### config.mk
export PLATFORM = sky130hd
export DESIGN_NAME = adsr_vca
export DESIGN_NICKNAME = d
export VERILOG_FILES = /design/src/rtl/adsr_vca.sv
export SDC_FILE = /design/constraint.sdc
export NUM_CORES = 1
export LEC_CHECK = 0
export CAP_MARGIN = 10
export CORE_ASPECT_RATIO = 1.2
export CORE_MARGIN = 1
export CORE_UTILIZATION = 62
export DETAILED_ROUTE_END_ITERATION = 12
export PLACE_DENSITY = 0.84
export SLEW_MARGIN = 20
export SYNTH_ARGS = -nofsm -noshare
export SYNTH_HDL_FRONTEND = slang
export SYNTH_SLANG_ARGS = --single-unit
export TNS_END_PERCENT = 10
### constraint.sdc
create_clock -name clk -period 7.32 [get_ports clk]
set_input_delay 1.098 -clock clk [delete_from_list [all_inputs] [get_ports clk]]
set_output_delay 1.098 -clock clk [all_outputs]
set_load 0.03 [all_outputs]
### src/rtl/adsr_vca.sv
// Per-voice ADSR envelope generator followed by a VCA multiplier.
// The envelope is stepped once per audio frame, on each rising edge of lrclk.
module adsr_vca #(
  parameter int BITSIZE  = 16,
  parameter int ENVSIZE  = 16,
  parameter int RATESIZE = 8
) (
  input  logic                       clk,
  input  logic                       reset,
  input  logic                       lrclk,
  input  logic                       gate,
  input  logic [RATESIZE-1:0]        attack_rate,
  input  logic [RATESIZE-1:0]        decay_rate,
  input  logic [RATESIZE-1:0]        release_rate,
  input  logic [ENVSIZE-1:0]         sustain_level,
  input  logic signed [BITSIZE-1:0]  sample_in,
  output logic signed [BITSIZE-1:0]  sample_out,
  output logic                       sample_valid,
  output logic [ENVSIZE-1:0]         env_level,
  output logic [2:0]                 state
);

  typedef enum logic [2:0] {
    IDLE    = 3'd0,
    ATTACK  = 3'd1,
    DECAY   = 3'd2,
    SUSTAIN = 3'd3,
    RELEASE = 3'd4
  } state_t;

  localparam int PW = BITSIZE + ENVSIZE + 1;
  localparam logic [ENVSIZE:0] ENV_MAX = {1'b0, {ENVSIZE{1'b1}}};

  state_t                      st;
  state_t                      st_next;
  logic [ENVSIZE-1:0]          env;
  logic [ENVSIZE-1:0]          env_next;
  logic                        lr_s1;
  logic                        lr_s2;
  logic                        lr_prev;
  logic                        tick;
  logic                        vca_pending;
  logic signed [BITSIZE-1:0]   cap_sample;

  logic [ENVSIZE:0]            env_x;
  logic [ENVSIZE:0]            atk_x;
  logic [ENVSIZE:0]            dec_x;
  logic [ENVSIZE:0]            rel_x;
  logic [ENVSIZE:0]            sus_x;
  logic [ENVSIZE:0]            atk_sum;
  logic [ENVSIZE:0]            dec_diff;
  logic [ENVSIZE:0]            rel_diff;
  logic signed [PW-1:0]        product;
  logic                        unused_product;

  assign tick = lr_s2 & ~lr_prev;

  // All envelope arithmetic is done one bit wider so over/underflow is visible.
  assign env_x    = {1'b0, env};
  assign atk_x    = {{(ENVSIZE+1-RATESIZE){1'b0}}, attack_rate};
  assign dec_x    = {{(ENVSIZE+1-RATESIZE){1'b0}}, decay_rate};
  assign rel_x    = {{(ENVSIZE+1-RATESIZE){1'b0}}, release_rate};
  assign sus_x    = {1'b0, sustain_level};
  assign atk_sum  = env_x + atk_x;
  assign dec_diff = env_x - dec_x;
  assign rel_diff = env_x - rel_x;

  always_comb begin
    st_next  = st;
    env_next = env;
    case (st)
      IDLE: begin
        env_next = '0;
        if (gate) st_next = ATTACK;
      end
      ATTACK: begin
        if (!gate) begin
          st_next = RELEASE;
        end else if (atk_sum >= ENV_MAX) begin
          env_next = ENV_MAX[ENVSIZE-1:0];
          st_next  = DECAY;
        end else begin
          env_next = atk_sum[ENVSIZE-1:0];
        end
      end
      DECAY: begin
        if (!gate) begin
          st_next = RELEASE;
        end else if (dec_diff[ENVSIZE] || (dec_diff <= sus_x)) begin
          env_next = sustain_level;
          st_next  = SUSTAIN;
        end else begin
          env_next = dec_diff[ENVSIZE-1:0];
        end
      end
      SUSTAIN: begin
        if (!gate) st_next = RELEASE;
        else       env_next = sustain_level;
      end
      RELEASE: begin
        if (gate) begin
          st_next = ATTACK;
        end else if (rel_diff[ENVSIZE] || (rel_diff == '0)) begin
          env_next = '0;
          st_next  = IDLE;
        end else begin
          env_next = rel_diff[ENVSIZE-1:0];
        end
      end
      default: begin
        env_next = '0;
        st_next  = IDLE;
      end
    endcase
  end

  // The envelope is treated as a non-negative signed factor.
  assign product        = PW'(cap_sample) * PW'($signed({1'b0, env}));
  assign unused_product = ^{product[PW-1], product[ENVSIZE-1:0]};

  always_ff @(posedge clk) begin
    if (reset) begin
      st           <= IDLE;
      env          <= '0;
      lr_s1        <= 1'b0;
      lr_s2        <= 1'b0;
      lr_prev      <= 1'b0;
      vca_pending  <= 1'b0;
      cap_sample   <= '0;
      sample_out   <= '0;
      sample_valid <= 1'b0;
    end else begin
      lr_s1        <= lrclk;
      lr_s2        <= lr_s1;
      lr_prev      <= lr_s2;
      vca_pending  <= tick;
      sample_valid <= vca_pending;
      if (vca_pending) sample_out <= product[ENVSIZE +: BITSIZE];
      if (tick) begin
        st         <= st_next;
        env        <= env_next;
        cap_sample <= sample_in;
      end else if (st > RELEASE) begin
        st  <= IDLE;
        env <= '0;
      end
    end
  end

  assign env_level = env;
  assign state     = st;

endmodule

==> results.md <==
- Non-filler cells, final: 1,888
- Vias in the first global route: 12,129
- Status: complete, no violations
- Placed insts: 1,880
- Vias per cell: 6.032
- Routed WL: 36.19 mm
- Root Buffer Master: clkbuf_16
- DR vias: 11,388
- Share of the synthesized area in the top cell type: 0.3011
- Antenna diodes: 0
- Worst hold path type: reg2reg
- R2R Path Start: env_level[4]
- Post-Synthesis Cells: 1,573
- Worst-Margin Slew: 1116 ps
- Type of the worst setup path: reg2reg
- RSZ-0062 raised after global routing: false
- Syn nets: 1,983
- Pre-CTS setup slack: 509.6 ps
- Final setup margin: 463.6 ps
- Antenna violations before repair: 0
- CP endpoint kind: flop
- Post-synthesis sequential area ratio: 0.08603
- Die Y: 160.8 microns
- Die X: 134.3 microns
- Total grt overflow: 0
- Fin. Hold Viols: 0
- CTS tree: done
- Overall Power: 761.4 uW
- Final TNS setup: 0 ps
- YS warnings: 0
- Tmin final: 6856 ps
- Yosys reg bits: 56
- FMAX: 145.9 MHz
- Asr flop ratio synth: 0
- DIE AREA: 21,600 sq um
- Hold path start: lr_s1
- DRC: 0
- 1st-iter DRT viols: 824
- Startpoint types: flop
- Largest net degree at the start of global routing: 46
- PwrDens: 53.06 nW/um^2
- Clock Latency Late Sink: 310 ps
- Core area: 20,400 sq um
- Hold path depth: 1
- ANT nets after route: 0
- Primary FF master, synth: dfxtp_1
- Synth Area per Inst: 8.284 sq um
- WL/cell: 19.17 microns
- I/O pins: 96
- Max IR drop VDD: 0.00007716 V
- CTS resizes: 0
- CTS max path bufs: 2
- CTS Buf Count: 5
- Unique masters post-synth: 70
- Synth area leaders: fa_1, ha_1, dfxtp_1, inv_1, and2_1
- Starting Density: 0.6389
- Post-DP HPWL: 28.93 mm
- Arr. time, crit path: 7060 ps
- Slew HR: 0.2525
- Hold Crit Endpoint: lr_s2
- CP Max Fanout: 21
- H-tree levels: 2
- Global-route wire length before repair: 59.40 mm
- Final Cycle Share: 0.9367
- Worst Skew: 7.574 ps
- Final Wtd Congestion: 1.025
- Most common cell after layout, fill and taps aside: inv_1
- Utilization after layout: 0.7035
- FF-to-FF End: sample_out[14]
- Required @ worst endpoint: 7530 ps
- Final Setup Violations: 0
- Max-slew violation count: 0
- Share of cells above drive strength 1: 0.03081
- Worst-path clk slew: 80 ps
- GRT Total Usage: 0.3550
- Post-Syn Area: 13,030 sq um
- Pre-antenna DRT Iters: 6
- EDFF count, synth: 0
- Commonest non-fill, non-tap cells in the layout: inv_1, fa_1, nand2_1
- Synthesis-to-finish area growth: 10.11%
- Setup bufs post-CTS: 0
- Hold Buf Count CTS: 0
- Sink Count: 56
- R2R depth: 22
- Leak: 7.039 nW
- Post-synth top area cell: fa_1
- Maxcap violations: 0
- Port bufs: 95
- Site Rows: 57
- Final nets: 2,032
- R2r setup slk: 460 ps
==> layout make-up <==
type / instances / area, sq um
tap: 265 / 331.6
inverter: 279 / 1047
clock buffer: 6 / 128.9
timing repair buffer: 119 / 1126
sequential: 56 / 1121
clock inverter: 2 / 35.03
multi-input combinational: 1161 / 10560
fill: 1678 / 6048
==> cells by family (layout without fill, tap and decap cells) <==
kind of cell,Yosys count,in the layout,share of synthesized area
xor+xnor,43,43,0.02890
fa+ha+maj,350,350,0.4490
buf+inv,356,406,0.1041
compound gates,261,261,0.1346
simple gates,494,494,0.1871
mux,13,13,0.01027
flops,56,56,0.08603
==> worst max path at each step <==
stage                        from             end  slack, ps  depth (start not counted)
floorplan            env_level[8]  sample_out[14]        310                         24
global route        cap_sample[1]  sample_out[14]        140                         20
finish               env_level[4]  sample_out[14]        460                         22
CTS                  env_level[4]  sample_out[14]        520                         22
detailed placement   env_level[4]  sample_out[14]        510                         22
global placement     env_level[4]  sample_out[14]        640                         20
==> cells in the mapped netlist (7+ instances only) <==
master / number
o21ai_0: 33
o21a_1: 14
a21oi_1: 74
inv_1: 279
clkbuf_1: 64
a211oi_1: 13
nand2_1: 193
a22oi_1: 13
nor2_1: 65
xnor2_1: 23
buf_1: 7
mux2i_1: 10
nor2b_1: 9
ha_1: 154
nand3_1: 20
nand2b_1: 10
nor4_1: 9
nand4_1: 12
o21ai_1: 19
a21o_1: 19
dfxtp_1: 56
nor3_1: 19
and2_1: 121
and3_1: 8
fa_1: 196
xor2_1: 20
o211ai_1: 7
==> layer usage <==
metal,vias up,GRT usage,share of wire
met5,-,0,0
met4,0,0.2079,0.062
met3,156,0.04956,0.068
met2,511,0.6203,0.50
met1,5543,0.4131,0.37
li1,5178,-,-
==> worst max-delay path, cell delays in order (launching register included) <==
cell      delay [ps]
dfxtp_1          930
nand2_1          200
fa_1             570
inv_1             60
fa_1             400
inv_1             90
fa_1             420
inv_1            100
fa_1             410
fa_1             490
inv_1             50
fa_1             470
inv_1             40
ha_1             310
a21o_1           190
a221oi_1         310
o21a_1           210
nand3_1           80
o21ai_1          300
o21ai_1          200
a41o_1           280
mux2_1           300
a311o_1          310
==> per-stage QoR <==
stage          instance area (sq um)  hold slack (ps)
3_5_place_dp                   14180            435.0
2_1_floorplan                  13030            413.8
6_report                       14350            454.9
4_1_cts                        14350            456.9
5_1_grt                        14350            482.0
3_3_place_gp                   14180            427.7
==> registers in the layout, indices dropped and copies added, names as in the netlist <==
signal / count
cap_sample: 16
env_level: 16
lr_prev: 1
lr_s1: 1
lr_s2: 1
sample_out: 16
sample_valid: 1
state: 3
vca_pending: 1
==> where the power goes <==
group | total (mW) | switching, mW | internal [mW] | leakage [nW]
clock | 0.287 | 0.126 | 0.162 | 0.0808
combinational | 0.150 | 0.0799 | 0.0697 | 6.51
sequential | 0.324 | 0.0153 | 0.309 | 0.453
No activity file was read; power rests on OpenSTA's default activity.
==> RTL change 1 (same flow settings) <==
Reset style: asynchronous (`reset`), changed in one clocked block.
--- a/src/rtl/adsr_vca.sv
+++ b/src/rtl/adsr_vca.sv
@@ -118,7 +118,7 @@
   assign product        = PW'(cap_sample) * PW'($signed({1'b0, env}));
   assign unused_product = ^{product[PW-1], product[ENVSIZE-1:0]};
 
-  always_ff @(posedge clk) begin
+  always_ff @(posedge clk or posedge reset) begin
     if (reset) begin
       st           <= IDLE;
       env          <= '0;
Behaviour: differs if reset is asserted again (counterexample within 4 cycles, from zero or initial values and one cycle with reset high); with reset held inactive, the same outputs for 4 cycles.
==> RTL change 1 against the unedited design <==
- first-iteration DRC count down 2.5%
- fmax decreased by 2.4%
- worst setup slack got worse by 0.17 ns
- final area grew 0.17%
- synthesized area shrank 0.28%
- non-clock buffer count is 1 higher
- wire length fell by 3.3%
- sequential cell count is the same
Power is left out: it rests on default switching activity, and per cell area and clock period it moved more than threefold.
==> RTL change 1: results (changes against the unedited design) <==
- Initial antenna violation count: 0 (unchanged)
- CTS root buffer: clkbuf_16
- Wire per inst: 19.2 um (about the same)
- Final net count: 1969 (-3.1%)
- Most common library cells after synthesis: inv_1 (284), nand2_1 (209), fa_1 (196), ha_1 (154), and2_1 (122)
- Crit-path max FO: 19 (-9.5%)
- Unique masters post-synth: 82 (+17%)
- Filler Cell Count: 1617 (-3.6%)
- Clk_skew: 0.00734 ns (-0.000230 ns)
- Post-place setup slack: 0.408 ns (-0.101 ns)
- Largest net degree at the start of global routing: 57 (+24%)
- GR Util All Layers: 34.0% (-1.5 points)
- WP data arrival: 7.23 ns (+0.17 ns)
- RD Place Congestion: 0.977 (-4.6%)
- Share of cells above drive strength 1: 5.77% (+2.7 points)
- Iter 0 DRT Violations: 803 (-2.5%)
- Normalized max-slew margin: 32.8% (+7.5 points)
- Synth top area cells: fa_1 (30%), ha_1 (15%), dfrtp_1 (11%), inv_1 (8.2%), nand2_1 (6.0%)
- Vias post-DR: 10848 (-4.7%)
- CTS Buf Count: 5 (unchanged)
- First-pass GRT wire length: 56.6 mm (-4.7%)
- Syn_nets: 1903 (-4.0%)
- Vias in the first global route: 11560 (-4.7%)
- Residual DRC: 0 (unchanged)
- Postcts setup bufs: 0 (unchanged)
- FFs w/ async S/R, synth: 100% (+100 points)
- H-tree depth: 2 (unchanged)
- # diodes: 0 (unchanged)
- Register area share after synthesis: 10.8% (+2.2 points)
- Synth Flop Type: dfrtp_1
- Resized cells post-CTS: 0 (unchanged)
- Final HPWL DP: 28.1 mm (-3.0%)
- Status: finished, final reports clean
RTL change 1: cells by family (layout without fill, tap and decap cells):
family | Yosys count | in the layout | synth area share [%]
buffers and inverters | 345 | 412 | 10.1
xor gates and xnor gates | 50 | 50 | 3.37
AOI/OAI and AO/OA | 179 | 179 | 9.90
DFF | 56 | 56 | 10.8
and+or+nand+nor | 494 | 494 | 19.2
adders and majority gates | 350 | 350 | 45.0
muxes | 19 | 19 | 1.62
RTL change 1: area by class of cell:
cell class / instances / area, um^2 / area share, %
timing repair buffer: 120 / 1140 / 7.92
multi-input combinational: 1092 / 10300 / 71.5
tap: 265 / 332 / 2.31
clock inverter: 2 / 13.8 / 0.0958
sequential: 56 / 1400 / 9.75
clock buffer: 6 / 139 / 0.966
inverter: 284 / 1070 / 7.42
RTL change 1: per-stage QoR:
| step | cell area, um^2 | std cells |
|---|---|---|
| 5_1_grt | 14400 | 1825 |
| 4_1_cts | 14400 | 1825 |
| 3_5_place_dp | 14200 | 1817 |
| 6_report | 14400 | 1825 |
| 3_3_place_gp | 14200 | 1817 |
| 2_1_floorplan | 13000 | 1493 |
RTL change 1: final timing paths:
| path | cells past startpoint | end | slack (ns) | from |
|---|---|---|---|---|
| min | 0 | lr_s2 | 0.35 | lr_s1 |
| max reg2reg | 21 | sample_out[7] | 0.29 | env_level[7] |
| min reg2reg | 0 | lr_s2 | 0.35 | lr_s1 |
| max in group asynchronous | 3 | cap_sample[10] | 5.50 | reset |
| max | 21 | sample_out[7] | 0.29 | env_level[7] |
| min in group asynchronous | 3 | sample_out[11] | 1.31 | reset |
RTL change 1: critical path, stage by stage, from the launching register on:
cell and delay [ns]:
dfrtp_1 0.92, nand2_1 0.18, fa_1 0.57, inv_1 0.05, fa_1 0.50, inv_1 0.05, fa_1 0.44, inv_1 0.12
fa_1 0.46, fa_1 0.51, inv_1 0.05, fa_1 0.48, inv_1 0.04, ha_1 0.35, a211oi_1 0.30, o211ai_1 0.19
a21oi_2 0.36, a21oi_1 0.27, a211oi_1 0.49, o21ai_1 0.16, xor2_1 0.16, mux2_2 0.26
RTL change 1: metal layers:
layer  part of all wire [%]  global-route usage (%)  wire length [um]
met2                     52                    61.3             18100
met5                      0                       0                 0
met1                     36                    39.0             12700
met4                    5.8                    18.8              2040
met3                    6.3                    3.76              2200
==> RTL change 2 (same flow settings) <==
Without the edit above. `ENVSIZE`: 16 -> 8.
--- a/src/rtl/adsr_vca.sv
+++ b/src/rtl/adsr_vca.sv
@@ -2,7 +2,7 @@
 // The envelope is stepped once per audio frame, on each rising edge of lrclk.
 module adsr_vca #(
   parameter int BITSIZE  = 16,
-  parameter int ENVSIZE  = 16,
+  parameter int ENVSIZE  = 8,
   parameter int RATESIZE = 8
 ) (
   input  logic                       clk,
Ports: changed (resized env_level and sustain_level); port bits go from 96 to 80. The function was not compared with the original's and may differ.
==> RTL change 2 against the unedited design <==
- worst hold slack worse by 0.0016 ns
- wire length is 51% lower
- synthesized area fell by 41%
- critical path type unchanged
- utilization grew 1.6 points
- sequential power down 15%
- sequential cell count decreased by 8
- largest cell class unchanged
- worst setup slack better by 1.5 ns
- die area fell by 40%
- power down 16%
- via count shrank 42%
- final area fell by 39%
- critical endpoint is now sample_out[15]
- cell count fell by 39%
==> RTL change 2: results (changes against the unedited design) <==
- WHS Path Cells: 2 (+1)
- Syn avg cell area: 8.26 um^2 (-0.33%)
- Routed WL: 17.8 mm (-51%)
- Clock buffer depth: 2 (unchanged)
- CTS Buf Count: 5 (unchanged)
- Slew Viols, Final: 0 (unchanged)
- Synth Flop Type: dfxtp_1
- Initial antenna violation count: 0 (unchanged)
- Clk_skew: 0.00854 ns (+0.000963 ns)
- Largest net degree at the start of global routing: 49 (+6.5%)
- Synth Warn #: 0 (unchanged)
- Hold endpoint: sample_out[8]
- Hold Startpoint: sample_out[8]
- Worst hold slack: 0.453 ns (-0.00162 ns)
- Final net count: 1214 (-40%)
- CTS root buffer: clkbuf_16
- R2R Path Start: env_level[1]
- Crit-path slowest cell: dfxtp_1
- # diodes: 0 (unchanged)
- Drt first pass iters: 6 (unchanged)
- RD Place Congestion: 0.931 (-9.1%)
- Share of cells above drive strength 1: 3.14% (+0.063 points)
- WP data arrival: 5.51 ns (-1.55 ns)
- VDD IR-drop max: 0.0809 mV (+4.8%)
- Leak pwr: 4.23 nW (-40%)
- H-tree depth: 2 (unchanged)
- Synth top area cells: fa_1 (27%), dfxtp_1 (12%), ha_1 (12%), inv_1 (8.8%), nand2_1 (6.3%)
- Final std cells w/o fill: 1147 (-39%)
- Cells on worst reg2reg path: 18 (-18%)
- R2r endpoint: sample_out[15]
- Vias post-DR: 6571 (-42%)
- Vias in the first global route: 6658 (-45%)
- Min-Delay Path Class: flip-flop to flip-flop
- Area after DPL: 8550 um^2 (-40%)
- Clock slew at reported path FFs: 0.07 ns
- Most common library cells after synthesis: inv_1 (180), nand2_1 (129), fa_1 (102), ha_1 (75), and2_1 (66)
- GR Util All Layers: 30.0% (-5.5 points)
- Resized cells post-CTS: 0 (unchanged)
- Status: finished, final reports clean
- Crit-path max FO: 14 (-33%)
- Clock Latency Late Sink: 0.29 ns (-0.02 ns)
- First-pass GRT wire length: 30.7 mm (-48%)
- Register area share after synthesis: 12.5% (+3.9 points)
- EDFF count, synth: 0 (unchanged)
- Reg2Reg Setup Slack: 1.95 ns (+1.49 ns)
- Slowest stage delay, CP: 0.64 ns (-0.29 ns)
- Final HPWL DP: 14.0 mm (-51%)
- FFs w/ async S/R, synth: 0% (unchanged)
- Iter 0 DRT Violations: 393 (-52%)
- Postcts setup bufs: 0 (unchanged)
- Syn_nets: 1162 (-41%)
- Normalized max-slew margin: 36.0% (+11 points)
- Port Buffers: 79 (-17%)
- Unique masters post-synth: 74 (+5.7%)
-- RTL change 2: final cells by class --
class | count | area [um^2]
Clock buffer | 5 | 125
Clock inverter | 3 | 47.5
Fill cell | 1002 | 3390
Inverter | 180 | 676
Multi-Input combinational cell | 665 | 5880
Sequential cell | 48 | 961
Tap cell | 161 | 201
Timing Repair Buffer | 85 | 831
-- RTL change 2: per-layer routing --
| layer | track usage (%) | part of all wire (%) | up-vias |
|---|---|---|---|
| met1 | 36.8 | 41 | 3203 |
| li1 | - | - | 3097 |
| met4 | 11.6 | 2.8 | 0 |
| met2 | 55.4 | 51 | 228 |
| met5 | 0 | 0 | - |
| met3 | 2.56 | 5.4 | 43 |
-- RTL change 2: report_power, final --
part	internal [mW]	switching (mW)	total, mW
clock network	0.162	0.106	0.269
registers	0.265	0.00873	0.274
logic	0.0492	0.0452	0.0944
total	0.477	0.160	0.637
-- RTL change 2: critical path: cells and delay by family (launching register included) --
family / cells / cell delay (ns)
compound gates: 4 / 0.99
fa+ha+maj: 5 / 2.28
buf+inv: 4 / 0.46
flops: 1 / 0.64
simple gates: 5 / 0.82
-- RTL change 2: worst max-delay path by stage --
stage / start / end / slack (ns)
detailed placement: env_level[1] / sample_out[15] / 2.00
finish: env_level[1] / sample_out[15] / 1.95
global route: env_level[1] / sample_out[15] / 1.57
global placement: env_level[1] / sample_out[15] / 2.10
floorplan: env_level[1] / sample_out[12] / 2.12
CTS: env_level[1] / sample_out[15] / 1.98
-- RTL change 2: logic make-up (layout without fill, tap and decap cells) --
logic type | Yosys count | after routing | synth area share, %
AOI/OAI and AO/OA | 159 | 159 | 14.6
buffers and inverters | 220 | 273 | 11.2
adders and majority gates | 177 | 177 | 38.7
DFF | 48 | 48 | 12.5
muxes | 7 | 7 | 0.926
and+or+nand+nor | 295 | 295 | 18.9
xor gates and xnor gates | 27 | 27 | 3.17
